[src/rtl/mem_arb_pkg.sv]
// Shared constants, read-tag type and address-decode helpers for banked_mem_arbiter.
package mem_arb_pkg;

  localparam int WORD_W     = 32;
  localparam int STRB_W     = 4;
  localparam int MAX_BANK_W = 3;

  // Bank field sized for the largest supported array (8 banks); smaller arrays zero-extend.
  typedef struct packed {
    logic                  vld;
    logic [MAX_BANK_W-1:0] bank;
  } rd_tag_t;

  function automatic logic [MAX_BANK_W-1:0] bank_of(input logic [31:0] addr,
                                                    input int unsigned num_banks);
    logic [31:0] b;
    b = (addr >> 2) & (num_banks - 1);
    return b[MAX_BANK_W-1:0];
  endfunction

  function automatic logic [31:0] row_of(input logic [31:0] addr,
                                         input int unsigned bank_w);
    return addr >> (2 + bank_w);
  endfunction

endpackage

[src/rtl/rd_resp_pipe.sv]
// READ_LAT-deep read-tag shift register; the emerging tag selects the bank whose data is returned.
module rd_resp_pipe
  import mem_arb_pkg::*;
#(
  parameter int NUM_BANKS = 4,
  parameter int READ_LAT  = 1
) (
  input  logic                        clk,
  input  logic                        rst,
  input  rd_tag_t                     push,
  input  logic [WORD_W*NUM_BANKS-1:0] bank_do,
  output logic                        resp_valid,
  output logic [WORD_W-1:0]           resp_rdata
);

  rd_tag_t stage [READ_LAT];

  // NOTE: state registers use non-blocking assignments so every stage samples its
  // predecessor's pre-edge value; the tag stages are cleared on reset because an
  // in-flight read must never be delivered afterwards.
  always_ff @(posedge clk) begin
    if (rst) begin
      for (int i = 0; i < READ_LAT; i++) stage[i] <= '0;
    end else begin
      stage[0] <= push;
      for (int i = 1; i < READ_LAT; i++) stage[i] <= stage[i-1];
    end
  end

  // NOTE: outputs get defaults before the loop so no path through the block leaves
  // them unassigned, which would infer a latch.
  always_comb begin
    resp_valid = stage[READ_LAT-1].vld;
    resp_rdata = '0;
    for (int b = 0; b < NUM_BANKS; b++) begin
      if (stage[READ_LAT-1].vld && stage[READ_LAT-1].bank == MAX_BANK_W'(b))
        resp_rdata = bank_do[b*WORD_W +: WORD_W];
    end
  end

endmodule

[src/rtl/banked_mem_arbiter.sv]
// Two-channel (IF read-only, LS read/write) arbiter over a word-interleaved SRAM bank array.
// Optional conflict statistics counter enabled by defining MEM_ARB_STATS_EN.
module banked_mem_arbiter
  import mem_arb_pkg::*;
#(
  parameter int  NUM_BANKS    = 4,
  parameter int  ADDR_W       = 16,
  parameter int  READ_LAT     = 1,
  parameter int  STARVE_LIMIT = 3,
  localparam int BANK_W       = (NUM_BANKS > 1) ? $clog2(NUM_BANKS) : 0,
  localparam int ROW_W        = ADDR_W - 2 - BANK_W,
  localparam int STARVE_W     = $clog2(STARVE_LIMIT + 1)
) (
  input  logic                        clk,
  input  logic                        rst,
  input  logic                        if_req_valid,
  output logic                        if_req_ready,
  input  logic [ADDR_W-1:0]           if_req_addr,
  output logic                        if_resp_valid,
  output logic [WORD_W-1:0]           if_resp_rdata,
  input  logic                        ls_req_valid,
  output logic                        ls_req_ready,
  input  logic [ADDR_W-1:0]           ls_req_addr,
  input  logic [STRB_W-1:0]           ls_req_wstrb,
  input  logic [WORD_W-1:0]           ls_req_wdata,
  output logic                        ls_resp_valid,
  output logic [WORD_W-1:0]           ls_resp_rdata,
  output logic [NUM_BANKS-1:0]        bank_cs,
  output logic [NUM_BANKS-1:0]        bank_oe,
  output logic [STRB_W*NUM_BANKS-1:0] bank_web,
  output logic [NUM_BANKS*ROW_W-1:0]  bank_a,
  output logic [WORD_W*NUM_BANKS-1:0] bank_di,
  input  logic [WORD_W*NUM_BANKS-1:0] bank_do,
  output logic [31:0]                 conflict_cnt
);

  logic [MAX_BANK_W-1:0] if_bank, ls_bank;
  logic [ROW_W-1:0]      if_row, ls_row;
  logic [STARVE_W-1:0]   starve_cnt;
  logic                  conflict, if_forced, if_acc, ls_acc, ls_rd;
  rd_tag_t               if_tag, ls_tag;

  always_comb begin
    if_bank      = bank_of(32'(if_req_addr), NUM_BANKS);
    ls_bank      = bank_of(32'(ls_req_addr), NUM_BANKS);
    if_row       = ROW_W'(row_of(32'(if_req_addr), BANK_W));
    ls_row       = ROW_W'(row_of(32'(ls_req_addr), BANK_W));
    conflict     = if_req_valid && ls_req_valid && (if_bank == ls_bank);
    if_forced    = (starve_cnt == STARVE_W'(STARVE_LIMIT));
    if_req_ready = !rst && !(conflict && !if_forced);
    ls_req_ready = !rst && !(conflict && if_forced);
    if_acc       = if_req_valid && if_req_ready;
    ls_acc       = ls_req_valid && ls_req_ready;
    ls_rd        = ls_acc && (ls_req_wstrb == '0);
    if_tag       = '{vld: if_acc, bank: if_bank};
    ls_tag       = '{vld: ls_rd, bank: ls_bank};
  end

  // An IF conflict loss can only occur below the limit, so the counter saturates naturally.
  always_ff @(posedge clk) begin
    if (rst)           starve_cnt <= '0;
    else if (if_acc)   starve_cnt <= '0;
    else if (conflict) starve_cnt <= starve_cnt + 1'b1;
  end

  always_comb begin
    bank_cs  = '0;
    bank_oe  = '0;
    bank_web = '1;
    bank_a   = '0;
    bank_di  = '0;
    for (int b = 0; b < NUM_BANKS; b++) begin
      if (ls_acc && ls_bank == MAX_BANK_W'(b)) begin
        bank_cs[b]               = 1'b1;
        bank_a[b*ROW_W +: ROW_W] = ls_row;
        if (ls_rd) begin
          bank_oe[b] = 1'b1;
        end else begin
          bank_web[b*STRB_W +: STRB_W] = ~ls_req_wstrb;
          bank_di[b*WORD_W +: WORD_W]  = ls_req_wdata;
        end
      end else if (if_acc && if_bank == MAX_BANK_W'(b)) begin
        bank_cs[b]               = 1'b1;
        bank_oe[b]               = 1'b1;
        bank_a[b*ROW_W +: ROW_W] = if_row;
      end
    end
  end

  rd_resp_pipe #(
    .NUM_BANKS(NUM_BANKS),
    .READ_LAT (READ_LAT)
  ) u_if_pipe (
    .clk       (clk),
    .rst       (rst),
    .push      (if_tag),
    .bank_do   (bank_do),
    .resp_valid(if_resp_valid),
    .resp_rdata(if_resp_rdata)
  );

  rd_resp_pipe #(
    .NUM_BANKS(NUM_BANKS),
    .READ_LAT (READ_LAT)
  ) u_ls_pipe (
    .clk       (clk),
    .rst       (rst),
    .push      (ls_tag),
    .bank_do   (bank_do),
    .resp_valid(ls_resp_valid),
    .resp_rdata(ls_resp_rdata)
  );

`ifdef MEM_ARB_STATS_EN
  always_ff @(posedge clk) begin
    if (rst)                               conflict_cnt <= '0;
    else if (conflict && conflict_cnt != '1) conflict_cnt <= conflict_cnt + 32'd1;
  end
`else
  assign conflict_cnt = '0;
`endif

endmodule
[config.mk]
export PLATFORM = sky130hd
export DESIGN_NAME = banked_mem_arbiter
export DESIGN_NICKNAME = d
export VERILOG_FILES = /design/src/rtl/mem_arb_pkg.sv /design/src/rtl/rd_resp_pipe.sv /design/src/rtl/banked_mem_arbiter.sv
export SDC_FILE = /design/constraint.sdc
export NUM_CORES = 1
export LEC_CHECK = 0
export BUFFER_PORTS_ARGS = -buffer_cell sky130_fd_sc_hd__buf_2
export CORE_AREA = 4 4 191 193
export DETAILED_ROUTE_END_ITERATION = 7
export DIE_AREA = 0 0 195 197
export SYNTH_ARGS = -nofsm -noshare
export SYNTH_HDL_FRONTEND = slang
export SYNTH_HIERARCHICAL = 1
export SYNTH_SLANG_ARGS = --single-unit
[constraint.sdc]
create_clock -name clk -period 1.5 [get_ports clk]
set_input_delay 0.075 -clock clk [delete_from_list [all_inputs] [get_ports clk]]
set_output_delay 0.075 -clock clk [all_outputs]
set_load 0.005 [all_outputs]
==> results.md <==
- TritonCTS clock tree: built
- Delay contributed by the slowest stage of the critical path: 0.35 ns
- Pin count of the biggest net entering global routing: 46
- Max Transition Viols Final: 0
- Clock-pin slew reported for the worst setup and hold paths after clock tree synthesis: 0.04 ns
- Total global routing track utilization: 13.3%
- Filler cell count in the final layout: 3686
- Total number of H-tree levels: 1
- Initial detailed-routing violation count: 397
- Root cell of the clock tree: sky130_fd_sc_hd__clkbuf_16
- Final net count: 1479
- Sink Count: 10
- Critical Path Sink Type: output pin
- Row count: 68
- Global-route wire length before repair: 41600 microns
- Adder-cell area share of the yosys netlist: 0.266%
- Synthesized-area fraction occupied by xor and xnor cells: 0.373%
- Count of maximum capacitance violations: 0
- Power density cells: 263 nW/um^2
- Number of unique standard cell types used by synthesis: 42
- Largest area contributor in the synthesized netlist: sky130_fd_sc_hd__mux2i_1
- Critical path, cell by cell: ha_4 -> and3_4 -> nand3_4 -> buf_6 -> nand2_8 -> buf_12 -> nor2_1 -> buf_2
- Required time at the worst-slack endpoint: 1.42 ns
- Critical setup path kind: flip-flop to output pin
- Critical-path cell with the highest stage delay: sky130_fd_sc_hd__dfxtp_2
- Multiplexer area fraction after synthesis: 27.3%
- Post-layout worst setup margin: -0.249 ns
- Most numerous cell in the Yosys netlist: sky130_fd_sc_hd__nand2_1
- Failing checks: setup timing
- Ratio of cells with drive above 1 in the final layout: 63.6%
- Final WL: 33700 microns
- Max Buffers Root-to-Sink: 2
- Setup tns final: -44.40 ns
- Worst hold path depth: 2
- Post-Synth Simple-Gate Area: 31.6%
- Post-layout total power: 2700 uW
- Finish-stage setup viols: 244
- Final count of hold timing violations: 0
- RePlAce Congestion: 1.04
- Worst min path class: input pin to flip-flop
- Later-pin clock latency in the skew report: 0.24 ns
- HPWL after detailed placement: 22000 microns
- Vias in the first global route: 7356
- Post-synth top area share: 27.3%
- Routed length per instance: 19.4 microns
- Compound-Gate Fraction of Synth Area: 21.5%
- Grt ovf: 0
- EDFF count, synth: 0
- Number of cells on the worst reg-to-reg path: 7
- Cell count after synthesis: 744
- Register bit total from synthesis: 10
- Worst Setup Start Kind: flip-flop
- Max FO, Critical Path: 8
- Most frequently used flop master after synthesis: sky130_fd_sc_hd__dfxtp_1
- Max frequency: 572 MHz
- Routed via count divided by cell count: 4.57
- Number of warnings printed during yosys synthesis: 6
- Die Y-Extent: 197 microns
- Core area: 34500 sq um
- Post-DRT Antenna Nets: 0
- Worst EP arrival: 1.67 ns
- Share of the yosys chip area belonging to registers: 4.26%
- Final Critical Period: 1.75 ns
- TritonCTS buffer count: 3
- Via Count: 7915
- Area after detailed placement: 7960 sq um
- Status: finished, violations left
- Unrepaired setup endpoints after global routing: yes
- Final period util: 117%
- Die area: 38400 sq um
- Starting Density: 13.6%
- Asr flop ratio synth: 0%
- Min Hold Slack: 0.181 ns
- Number of antenna diodes: 0
- Reported leakage power: 0.00509 uW
- Number of detailed-route iterations in the first pass: 5
- Antenna violations before repair: 3
- I/O Buffers: 463
- Boundary Pins: 500
- Combinational family with the most area after synthesis: simple AND/OR/NAND/NOR gates
- Growth of design area from synthesis to finish: 119%
- Top cells by area in the synthesized netlist: sky130_fd_sc_hd__mux2i_1 27%, sky130_fd_sc_hd__nand2_1 12%, sky130_fd_sc_hd__nor2_1 11%
- X dimension of the die: 195 microns
- Avg Synthesized Cell Area: 6.32 sq um
- Worst Skew: 0.00195 ns
- Final non-filler cell area: 10300 sq um
- Most frequent cells after synthesis: 150 x sky130_fd_sc_hd__nand2_1, 133 x sky130_fd_sc_hd__nor2_1, 128 x sky130_fd_sc_hd__mux2i_1
- Number of buffers inserted for hold repair after clock tree synthesis: 0
- Post-Place Worst Slack: -0.0778 ns
- Remaining DRCs: 0
- Mapped cell area: 4700 sq um
- Worst VDD drop: 0.361 mV
==> kinds of logic (layout without fill, tap and decap cells) <==
kind of cell | count (synthesis) | in the layout
XOR/XNOR | 2 | 2
flip-flops | 10 | 10
adder cells (fa/ha/maj) | 1 | 1
multiplexers | 128 | 128
buffers and inverters | 113 | 613
AND/OR/NAND/NOR | 342 | 342
AO/OA/AOI/OAI | 147 | 147
other | 1 | 34
==> path summary, 6_finish.rpt <==
check | startpoint | end | slack [ns]
setup / recovery | starve_cnt[1] | bank_di[103] | -0.25
hold / removal | if_req_addr[3] | u_if_pipe/stage[0][1] | 0.18
setup reg to reg | starve_cnt[0] | u_if_pipe/stage[0][3] | -0.01
hold reg to reg | starve_cnt[1] | starve_cnt[1] | 0.54
==> metal layers <==
| metal | vias to the layer above | GRT usage, % | wire, microns |
|---|---|---|---|
| li1 | 3623 | - | - |
| met1 | 3721 | 15.3 | 12300 |
| met2 | 487 | 24.9 | 17600 |
| met3 | 84 | 2.22 | 2480 |
| met4 | 0 | 4.60 | 1260 |
| met5 | - | 0 | 0 |
==> critical path: cells and delay by family (launching register included) <==
family        cells  cell delay, ns
flops             1            0.35
fa+ha+maj         1            0.16
simple gates      4            0.46
buf+inv           3            0.46
==> state kept, by name, indices dropped and copies added (netlist names) <==
signal and cells:
u_if_pipe/stage 4, u_ls_pipe/stage 4, starve_cnt 2
==> final cells by class <==
type	instances	area, sq um	area share (%)
multi-input cells	654	5230	50.9
repair buffers	603	4160	40.5
well taps	455	569	5.54
flip-flops and latches	10	214	2.08
clock buffers	3	75.1	0.731
inverters	6	22.5	0.219
clock inverters	1	3.75	0.0365
==> report_power, final <==
group / switching (uW) / internal, uW
Combinational: 1040 / 898
Clock: 125 / 349
Sequential: 14.9 / 278
==> stage by stage <==
step | std cells | util, %
2_1_floorplan | 777 | -
3_3_place_gp | 1671 | 23.1
3_5_place_dp | 1671 | 23.1
4_1_cts | 1688 | 24.4
5_1_grt | 1732 | 29.7
6_report | 1732 | 29.7
==> what timing repair did <==
action | CTS | global route
resized for setup | 46 | 252
setup buffers | 9 | 28
pin swaps | 17 | 100
cloned | 5 | 21
endpoints found under the setup margin | 246 | 263
==> layout by cell type, fill, tap and decap left out, drive strengths merged, types with 5 or more instances in the layout <==
cell	synthesis	routed
buf	83	588
dfxtp	10	10
mux2i	128	128
a31oi	25	25
o21bai	25	25
a21oi	5	5
o22ai	64	64
conb	1	34
nor2b	8	8
nand3	24	24
clkbuf	24	18
nand2	150	150
a22oi	23	23
nor2	133	133
inv	6	6
Power figures use the tool's default switching activity.
